===== src/rtl/pwm_duty_slew.sv =====
// pwm_duty_slew: slews a registered PWM duty toward a loaded target,
// one LSB every 2^rate_sel clocks, with a done pulse on arrival.
// Ports: clk, rst_n (async low), ena (global hold), tgt_in[7:0],
//   tgt_load (rising edge captures tgt_in), rate_sel[2:0],
//   duty_out[7:0], busy, done (1-cycle), ramp_dir (1 = up).
// Option: define PWM_SLEW_SYNC_EN to add a 2-flop synchroniser on
//   tgt_load (capture latency +2 clocks).
module pwm_duty_slew (
    input  logic       clk,
    input  logic       rst_n,
    input  logic       ena,
    input  logic [7:0] tgt_in,
    input  logic       tgt_load,
    input  logic [2:0] rate_sel,
    output logic [7:0] duty_out,
    output logic       busy,
    output logic       done,
    output logic       ramp_dir
);

    localparam logic [1:0] S_IDLE = 2'd0;
    localparam logic [1:0] S_UP   = 2'd1;
    localparam logic [1:0] S_DOWN = 2'd2;

    logic [1:0] state_q, state_d;
    logic [7:0] duty_q, duty_d;
    logic [7:0] tgt_q, tgt_d;
    logic [6:0] presc_q, presc_d;
    logic       done_q, done_d;
    logic       load_q;
    logic       load_src;
    logic       capture;
    logic [7:0] term_lim;
    logic       presc_term;

`ifdef PWM_SLEW_SYNC_EN
    logic [1:0] sync_q;

    always_ff @(posedge clk or negedge rst_n) begin
        if (!rst_n) begin
            sync_q <= 2'b00;
        end else if (ena) begin
            sync_q <= {sync_q[0], tgt_load};
        end
    end

    assign load_src = sync_q[1];
`else
    assign load_src = tgt_load;
`endif

    assign capture = ena & load_src & ~load_q;

    // Terminal count 2^rate_sel-1; ">=" lets a shortened interval
    // take effect on the very next edge.
    assign term_lim   = (8'd1 << rate_sel) - 8'd1;
    assign presc_term = ({1'b0, presc_q} >= term_lim);

    always_comb begin
        state_d = state_q;
        duty_d  = duty_q;
        tgt_d   = tgt_q;
        presc_d = presc_q;
        done_d  = 1'b0;
        if (capture) begin
            tgt_d   = tgt_in;
            presc_d = 7'd0;
            if (tgt_in > duty_q) begin
                state_d = S_UP;
            end else if (tgt_in < duty_q) begin
                state_d = S_DOWN;
            end else begin
                state_d = S_IDLE;
                done_d  = 1'b1;
            end
        end else if (state_q != S_IDLE) begin
            if (presc_term) begin
                presc_d = 7'd0;
                unique case (1'b1)
                    (state_q == S_UP) && (duty_q != 8'hff):
                        duty_d = duty_q + 8'd1;
                    (state_q == S_DOWN) && (duty_q != 8'h00):
                        duty_d = duty_q - 8'd1;
                    default:
                        duty_d = duty_q;
                endcase
                if (duty_d == tgt_q) begin
                    state_d = S_IDLE;
                    done_d  = 1'b1;
                end
            end else begin
                presc_d = presc_q + 7'd1;
            end
        end
        // Encoding 2'b11 is unreachable; fold it back to IDLE.
        if (state_d == 2'b11) begin
            state_d = S_IDLE;
        end
    end

    always_ff @(posedge clk or negedge rst_n) begin
        if (!rst_n) begin
            state_q <= S_IDLE;
            duty_q  <= 8'd0;
            tgt_q   <= 8'd0;
            presc_q <= 7'd0;
            done_q  <= 1'b0;
            load_q  <= 1'b0;
        end else if (ena) begin
            state_q <= state_d;
            duty_q  <= duty_d;
            tgt_q   <= tgt_d;
            presc_q <= presc_d;
            done_q  <= done_d;
            load_q  <= load_src;
        end
    end

    assign duty_out = duty_q;
    assign done     = done_q;
    assign busy     = (state_q == S_UP) || (state_q == S_DOWN);
    assign ramp_dir = (state_q == S_UP);

endmodule


===== config.mk =====
export PLATFORM = sky130hd
export DESIGN_NAME = pwm_duty_slew
export DESIGN_NICKNAME = d
export VERILOG_FILES = /design/src/rtl/pwm_duty_slew.sv
export SDC_FILE = /design/constraint.sdc
export NUM_CORES = 1
export LEC_CHECK = 0
export CAP_MARGIN = 10
export CORE_MARGIN = 4
export CORE_UTILIZATION = 35
export CTS_CLUSTER_SIZE = 8
export DETAILED_ROUTE_END_ITERATION = 8
export PLACE_DENSITY = 0.55
export REMOVE_ABC_BUFFERS = 1
export SLEW_MARGIN = 20
export SYNTH_ARGS = -nofsm -noshare
export SYNTH_HDL_FRONTEND = slang
export SYNTH_SLANG_ARGS = --single-unit
export TNS_END_PERCENT = 1

===== constraint.sdc =====
create_clock -name clk -period 6.9 [get_ports clk]
set_clock_uncertainty 0.05 [all_clocks]
set_input_delay 1.725 -clock clk [delete_from_list [all_inputs] [get_ports clk]]
set_output_delay 1.725 -clock clk [all_outputs]
set_load 0.05 [all_outputs]

==> results of run 1 <==
## per-layer routing
layer	track usage (%)	vias up	wire length [um]
li1	-	939	-
met1	21.2	878	2620
met2	22.4	22	2290
met3	1.34	6	93
met4	4.32	0	61
met5	0	-	0
## power groups by stage
stage          combinational, mW  sequential (mW)  clock (mW)
5_1_grt                    0.860            0.280       0.102
2_1_floorplan              0.519            0.322           0
6_report                   0.770            0.270      0.0911
3_5_place_dp               0.767            0.274           0
3_3_place_gp               0.770            0.272           0
4_1_cts                    0.774            0.271      0.0951
## cells by family after synthesis
| family | Yosys count | share of synthesized area [%] |
|---|---|---|
| compound gates | 65 | 19.2 |
| xor+xnor | 17 | 6.97 |
| fa+ha+maj | 26 | 15.6 |
| buf+inv | 21 | 4.04 |
| flops | 27 | 31.6 |
| mux | 3 | 1.58 |
| simple gates | 89 | 21.0 |
## area by class of cell
class / count / area share [%]
multi-input cells: 200 / 54.8
well taps: 75 / 3.74
clock inverters: 1 / 0.200
inverters: 16 / 2.40
clock buffers: 3 / 1.65
flip-flops and latches: 27 / 26.9
repair buffers: 26 / 10.3
## cells in the mapped netlist (all sizes together) (2+ instances only)
library cell	instances
o211ai	3
xor2	7
a211oi	3
a21o	6
and3	3
nand2b	4
or4	3
or3	2
a21oi	12
nand3	10
o31ai	3
xnor2	10
nand4	5
a31oi	2
and2	2
nor3	3
o21bai	2
nor2b	4
o21ai	25
dfrtp	27
inv	16
o22ai	2
clkbuf	4
nand2	32
ha	25
nor2	13
mux2	3
## worst paths after layout
path                                      endpoint  slack, ns               startpoint
max                         state_q[1]$_DFFE_PN0P_       2.66              rate_sel[1]
min                         presc_q[6]$_DFFE_PN0P_       0.45   presc_q[6]$_DFFE_PN0P_
max reg2reg                 state_q[1]$_DFFE_PN0P_       2.87  duty_out[0]$_DFFE_PN0P_
min reg2reg                 presc_q[6]$_DFFE_PN0P_       0.45   presc_q[6]$_DFFE_PN0P_
max in group asynchronous  duty_out[4]$_DFFE_PN0P_       4.76                    rst_n
min in group asynchronous     tgt_q[0]$_DFFE_PN0P_       1.78                    rst_n
## flip-flops by register name, indices dropped and copies added, names as in the netlist
name      cells
state_q       2
load_q        1
done          1
tgt_q         8
presc_q       7
duty_out      8
==> summary.md, run 1 <==
| Metric | Value |
|---|---|
| Clock latency at the later pin of the worst-skew pair | 0.27 ns |
| WP data arrival | 4.36 ns |
| Post-CTS Setup Bufs | 0 |
| FILL cells | 606 |
| Most used DFF post-synth | dfrtp_1 |
| Register clock-pin slew on the reported worst setup and hold paths | around 0.10 ns |
| DIE HEIGHT | 86.1 um |
| # Max-Cap Violations | 0 |
| Synthesized area per cell | 8.61 um2 |
| Layout cells sized above 1 | 4.03% |
| CP startpoint kind | primary input |
| Multi-input gate area | 1370 um2 |
| CP delay by family, top | compound AO/OA/AOI/OAI gates |
| Min setup slack post-route | between 2 and 3 ns |
| Critical Path Stages | 10 |
| Synth area leaders | dfrtp_1 (32%), ha_1 (15%), nand2_1 (5.6%) |
| Clock power frac | 8.1% |
| Placed inst area | 2460 um2 |
| Int Power | 0.555 mW |
| CTS sink count | 27 |
| CTS root buf | clkbuf_8 |
| Area Growth Syn to Fin | 17.4% |
| Sequential share of the synthesized area | 31.6% |
| Final net count | 315 |
| Antenna Diode Count | 0 |
| Yosys top cell by area | dfrtp_1 |
| # H-tree levels | 1 |
| Pin count of the biggest net entering global routing | 28 |
| Worst-Margin Slew | 0.845 ns |
| Initial DRC Count | 43 |
| TritonCTS clock tree | done |
| Tmin final | 4.24 ns |
| Yosys cell types | 47 |
| Yosys warning count | 0 |
| Slowest cell delay on critical path | a little under 0.5 ns |
| Final setup fails | 0 |
| Post-DP HPWL | 3.96 mm |
| Vias in the first global route | about 1,800 |
| Unrepaired setup endpoints after global routing | no |
| Post-route setup TNS | 0 ns |
| Initial antenna violation count | 0 |
| Hold Crit Depth | 1 |
| Crit path cell chain | clkdlybuf4s50_1, or3_1, ha_1, nor2b_1, o21ai_0, a21oi_1, o21ai_0, o2111ai_1, or3_1, a41o_1 |
| Maximum clock frequency | roughly 240 MHz |
| Overall power | 1.13 mW |
| Max-slew violations | 0 |
| Final Core Density | 42.4% |
| Max Fanout on Critical Path | 6 |
| GRT overflow | 0 |
| Fin crit share | 61.5% |
| Status | finished, final reports clean |
| DR vias/cell | 5.30 |
| Post-synth EDFFs | 0 |
| Cell area power density | 451 nW/um2 |
| Seq pwr share | 23.9% |
| Leakage | approximately 1.1 nW |
| Share of the synthesized area in the top cell type | 31.6% |
| First-pass GRT wire length | 8.67 mm |
| FP Rows | 28 |
| Hold crit path type | reg2reg |
| Initial core utilization | 36.1% |
| Cts repair resizes | 0 |
| R2R cell count | 11 |
| Port Buffers | 25 |
| # DRC | 0 |
| Post-Syn Area | 2140 um2 |
| Post-route cell area | 2510 um2 |
| Hold Buf Count CTS | 0 |
| Psw | between 0.5 and 0.6 mW |
| CP required | 7.02 ns |
| Top Ports | 26 |
| Rel. slew slack | 43.4% |
| Hold WS | 0.447 ns |
| Cells after Synth | 248 |
| Post-Route WL | ~5.1 mm |
| Crit end category | flip-flop |
| Setup Crit Path Kind | in2reg |
| Post-route ant nets | 0 |
| Commonest non-fill, non-tap cells in the layout | nand2_1 (32), dfrtp_1 (27), ha_1 (25), clkdlybuf4s50_1 (25), o21ai_0 (23) |
| Routed wire per std cell | 14.6 um |
| Final Hold Fails | 0 |
| GPL Wtd Cong | approximately 0.80 |
| Slowest CP cell | clkdlybuf4s50_1 |
| Vias | about 1,800 |
| Die W | between 80 and 90 um |
| Combinational power share | 68.1% |
| TritonCTS Buffers | 3 |
| Pre-antenna DRT Iters | 4 |
| Max clock buf depth | 2 |
| Sw frac | 50.9% |
| Die Area | 7420 um2 |
| Total GRT Usage | roughly 14% |
| Core Area | 5920 um2 |
| Post-placement cell count | 344 |
| #FFs+latches synth | 27 |
| Asr flop ratio synth | 100% |
| Peak VDD IR | 0.264 mV |
| Pre-CTS WS | 2.36 ns |
| CP Buf/Inv Count | 1 |
| Seq. cell area | roughly 680 um2 |
| Layout Cells excl Fill | 348 |
| Commonest non-fill, non-tap cell in the layout | nand2_1 |
(Power assumes the default switching activity.)
==> run 2: changes to the inputs <==
- PLACE_DENSITY: 0.55 -> 0.57
- clock period: 6.9 -> 3.6 ns (I/O delays scaled with it)
==> run 2 against run 1 <==
Setup slack got worse by 2.6 ns. Worst hold slack improved by 0.0068 ns. Die area unchanged. Utilization increased by 5.7 points. Flip-flop and latch count unchanged. Critical endpoint unchanged. Largest power group unchanged. Highest routed layer unchanged.
==> summary.md, run 2 (synthesis gave the netlist of run 1 again) <==
| Metric | Value |
|---|---|
| Rel. slew slack | 66.3% |
| Post-route cell area | 2850 um2 |
| HP Start | presc_q[6]$_DFFE_PN0P_ |
| Pre-CTS WS | -0.00743 ns |
| Unrepaired setup endpoints after global routing | yes |
| Antenna Diode Count | 0 |
| FP Rows | 28 |
| DR vias/cell | ~5.2 |
| Post-DP HPWL | ~4.2 mm |
| Total GRT Usage | 15.2% |
| Port Buffers | 25 |
| Post-Route WL | 5.47 mm |
| Hold crit path type | reg2reg |
| Core Area | 5920 um2 |
| Area Growth Syn to Fin | 33.3% |
| RR Startpoint | duty_out[6]$_DFFE_PN0P_ |
| Pin count of the biggest net entering global routing | 28 |
| Final Hold Fails | 0 |
| Seq pwr share | 16.7% |
| Commonest non-fill, non-tap cell in the layout | nand2_1 |
| Clock latency at the later pin of the worst-skew pair | approximately 0.28 ns |
| Psw | 1.31 mW |
| Register clock-pin slew on the reported worst setup and hold paths | 0.10 ns |
| Leakage | about 1.3 nW |
| Max Fanout on Critical Path | 8 |
| Min setup slack post-route | 0.0845 ns |
| Max clock buf depth | 2 |
| Initial antenna violation count | 0 |
| Crit end category | flip-flop |
| Pre-antenna DRT Iters | 4 |
| Seq. cell area | between 600 and 700 um2 |
| Maximum clock frequency | 284 MHz |
| Int Power | approximately 1.4 mW |
| CTS sink count | 27 |
| First-pass GRT wire length | 9.05 mm |
| Initial DRC Count | 39 |
| Initial core utilization | 36.1% |
| Overall power | 2.69 mW |
| Vias | 1,936 |
| FILL cells | around 590 |
| # Max-Cap Violations | 0 |
| Vias in the first global route | 1,877 |
| Final net count | 342 |
| Final setup fails | 0 |
| Combinational power share | about 77% |
| Peak VDD IR | roughly 0.57 mV |
| GRT overflow | 0 |
| Die W | 86.1 um |
| Clock power frac | roughly 6.7% |
| Top Ports | 26 |
| Placed inst area | 2640 um2 |
| Status | finished, final reports clean |
| Fin crit share | 97.7% |
| Worst-Margin Slew | 0.504 ns |
| # DRC | 0 |
| # H-tree levels | 1 |
| WP data arrival | 3.64 ns |
| Post-route setup TNS | 0 ns |
| DIE HEIGHT | roughly 86 um |
| GPL Wtd Cong | 0.832 |
| Tmin final | 3.52 ns |
| Post-route ant nets | 0 |
| Cell area power density | 946 nW/um2 |
| Routed wire per std cell | 14.6 um |
| Layout cells sized above 1 | 17.7% |
| Commonest non-fill, non-tap cells in the layout | nand2_1 (32), buf_4 (28), dfrtp_1 (27) |
| TritonCTS Buffers | 3 |
| Die Area | 7420 um2 |
| Setup Crit Path Kind | reg2reg |
| CP required | 3.72 ns |
| CP startpoint kind | flip-flop |
| CTS root buf | clkbuf_8 |
| TritonCTS clock tree | done |
| CP startpoint | duty_out[6]$_DFFE_PN0P_ |
| Max-slew violations | 0 |
| Sw frac | 48.5% |
| Multi-input gate area | 1510 um2 |
run 2: changes by cell type in the layout (fill, tap and decap cells not counted), sizes merged:
cell and delta:
buf +27, clkinv +1, inv -1
run 2: path summary, 6_finish.rpt:
kind                                          end  slack, ns  cells past startpoint
max                        state_q[1]$_DFFE_PN0P_       0.08                     11
min                        presc_q[6]$_DFFE_PN0P_       0.45                      1
max reg2reg                state_q[1]$_DFFE_PN0P_       0.08                     11
min reg2reg                presc_q[6]$_DFFE_PN0P_       0.45                      1
max in group asynchronous  state_q[1]$_DFFE_PN0P_       2.29                      2
min in group asynchronous    tgt_q[7]$_DFFE_PN0P_       0.94                      2
run 2: area by class of cell:
cell class	count	share of cell area (%)
clock inverters	1	0.176
well taps	75	3.30
clock buffers	3	1.45
repair buffers	53	16.2
inverters	16	2.29
flip-flops and latches	27	23.7
multi-input cells	200	52.9
run 2: what timing repair did:
item,in CTS,in global routing
hold buffers,0,0
endpoints found under the hold margin,0,0
gates resized for setup,2,21
pin swaps,0,7
setup buffers,0,3
setup endpoints to repair,1,3
run 2: critical path, stage by stage, from the launching register on:
cell,delay [ns]
dfrtp_1,0.39
or4_4,0.54
o21ai_4,0.21
clkinv_4,0.14
ha_4,0.30
o21ai_1,0.06
or4b_1,0.55
and4_4,0.23
nor4bb_4,0.29
o32ai_2,0.12
or3_4,0.35
a41o_1,0.18
run 2: power groups by stage:
stage / Combinational (mW) / Sequential, mW / Clock [mW]
floorplan: 0.994 / 0.617 / 0
global placement: 1.74 / 0.449 / 0
detailed placement: 1.74 / 0.453 / 0
CTS: 1.79 / 0.447 / 0.185
global route: 2.25 / 0.464 / 0.197
finish: 2.06 / 0.449 / 0.180
run 2: metal layers:
metal | share of wire [%] | vias up | track usage [%]
met3 | 2.6 | 4 | 1.34
met4 | 1.0 | 0 | 3.88
met2 | 47 | 22 | 24.9
met5 | 0 | - | 0
li1 | - | 1004 | -
met1 | 50 | 906 | 21.5
run 2: through the flow:
| stage | hold WS (ns) | instances | utilization, % |
|---|---|---|---|
| floorplan | 0.402 | 243 | - |
| global placement | 0.424 | 368 | 44.6 |
| detailed placement | 0.437 | 368 | 44.6 |
| CTS | 0.455 | 372 | 45.7 |
| global route | 0.476 | 375 | 48.1 |
| finish | 0.454 | 375 | 48.1 |
==> run 3: changes to the inputs <==
- PLACE_DENSITY: 0.57 -> unset
- PLACE_DENSITY_LB_ADDON: unset -> 0.12
==> run 3 against run 2 <==
Via count is 1.8% higher. Final cell count is 1.3% higher. First-iteration DRC count rose by 150%. Sequential share of layout area down 0.22 points. Sequential power about the same. Critical endpoint unchanged. Critical path depth unchanged. Wire length is 4.1% higher.
==> summary.md, run 3 (synthesis gave the netlist of run 1 again) <==
| Metric | Value |
|---|---|
| Area Growth Syn to Fin | 34.5% |
| First-pass GRT wire length | 8.96 mm |
| Worst-Margin Slew | 0.498 ns |
| Overall power | 2.75 mW |
| Core Area | 5920 um2 |
| Peak VDD IR | a little over 0.6 mV |
| Pre-CTS WS | 0.00844 ns |
| # H-tree levels | 1 |
| Register clock-pin slew on the reported worst setup and hold paths | 0.10 ns |
| Leakage | ~1.3 nW |
| GPL Wtd Cong | 0.782 |
| Layout cells sized above 1 | 20.3% |
| GRT overflow | 0 |
| Initial core utilization | 36.1% |
| Tmin final | 3.60 ns |
| Fin crit share | 99.9% |
| Initial DRC Count | 97 |
| Hold Buf Count CTS | 0 |
| Max clock buf depth | 2 |
| Min setup slack post-route | between 0.003 and 0.004 ns |
| Setup Crit Path Kind | reg2reg |
| Post-DP HPWL | between 4 and 5 mm |
| Commonest non-fill, non-tap cells in the layout | buf_4 (33), nand2_1 (32), dfrtp_1 (27) |
| WP data arrival | 3.72 ns |
| Cell area power density | 958 nW/um2 |
| Clock latency at the later pin of the worst-skew pair | 0.27 ns |
| CP startpoint kind | flip-flop |
| Rel. slew slack | ~67% |
| Final net count | 347 |
| Max-slew violations | 0 |
| Hold crit path type | reg2reg |
| CTS root buf | clkbuf_8 |
| Antenna Diode Count | 0 |
| Initial antenna violation count | 0 |
| DR vias/cell | 5.19 |
| Die Area | 7420 um2 |
| FP Rows | 28 |
| Pre-antenna DRT Iters | 4 |
| FILL cells | 618 |
| TritonCTS clock tree | done |
| Vias in the first global route | 1,852 |
| Pin count of the biggest net entering global routing | 28 |
| Max Fanout on Critical Path | 8 |
| Final Hold Fails | 0 |
| Vias | 1,971 |
| Maximum clock frequency | between 200 and 300 MHz |
| Seq. cell area | ~680 um2 |
| DIE HEIGHT | roughly 86 um |
| Die W | 86.1 um |
| Commonest non-fill, non-tap cell in the layout | buf_4 |
| Port Buffers | 25 |
| Routed wire per std cell | 15.0 um |
| Status | finished, final reports clean |
| # DRC | 0 |
| Top Ports | 26 |
| TritonCTS Buffers | 3 |
| # Max-Cap Violations | 0 |
| Multi-input gate area | 1500 um2 |
| CP required | between 3 and 4 ns |
| Crit end category | flip-flop |
| Post-route ant nets | 0 |
| Hold WS | 0.449 ns |
| Post-Route WL | about 5.7 mm |
| CTS sink count | 27 |
| Final setup fails | 0 |
| Total GRT Usage | 15.2% |
| Unrepaired setup endpoints after global routing | yes |
[run 3: changes by cell type in the layout (fill, tap and decap cells not counted), moves of 2 or more]
cell	before	now
o21ai_1	3	1
a21oi_1	12	10
a21oi_2	0	2
buf_4	28	33
[run 3: layout make-up]
cell class / instances / share of cell area (%)
inverters: 16 / 2.26
multi-input cells: 200 / 52.0
clock buffers: 4 / 1.57
well taps: 75 / 3.27
flip-flops and latches: 27 / 23.5
repair buffers: 58 / 17.3
[run 3: worst max-delay path, stage by stage, from the launching register on]
cell and delay [ns]:
dfrtp_1 0.39, or4_4 0.56, o21ai_4 0.21, clkinv_4 0.14, ha_2 0.41, and3b_1 0.20
a211oi_2 0.26, a31oi_2 0.18, nor4b_2 0.33, o32ai_1 0.15, or3_1 0.43, a41o_1 0.19
[run 3: per-layer routing]
layer	track usage (%)	part of all wire [%]	up-vias
met5	0	0	-
met4	3.45	0.62	0
met3	1.44	1.7	4
met2	26.0	51	16
met1	20.7	47	943
li1	-	-	1008
[run 3: path summary, 6_finish.rpt]
kind | from | to | slack [ns] | depth (start not counted)
min in group asynchronous | rst_n | duty_out[2]$_DFFE_PN0P_ | 0.95 | 2
worst min-delay path | presc_q[6]$_DFFE_PN0P_ | presc_q[6]$_DFFE_PN0P_ | 0.45 | 1
worst max-delay path | duty_out[3]$_DFFE_PN0P_ | state_q[1]$_DFFE_PN0P_ | 0.004 | 11
worst max register to register | duty_out[3]$_DFFE_PN0P_ | state_q[1]$_DFFE_PN0P_ | 0.004 | 11
worst min register to register | presc_q[6]$_DFFE_PN0P_ | presc_q[6]$_DFFE_PN0P_ | 0.45 | 1
max in group asynchronous | rst_n | presc_q[2]$_DFFE_PN0P_ | 2.28 | 2
[run 3: power by group]
part / switching (mW) / total (mW) / internal, mW
combinational: 1.16 / 2.13 / 0.971
clock: 0.0977 / 0.177 / 0.0794
sequential: 0.0645 / 0.447 / 0.383
total: 1.32 / 2.75 / 1.43
[run 3: through the flow]
step	utilization, %	instance area (um2)	cells	setup TNS [ns]
after floorplan	-	2110	243	-0.369
after global placement	44.7	2650	369	-0.00777
after detailed placement	44.7	2650	369	0
after CTS	45.6	2700	374	0
after global routing	48.5	2870	380	-0.308
final	48.5	2870	380	0
[run 3: what timing repair did]
action / CTS / global route
setup buffers: 1 / 6
pin swaps: 1 / 12
endpoints found under the setup margin: 1 / 2
gates resized for setup: 0 / 24
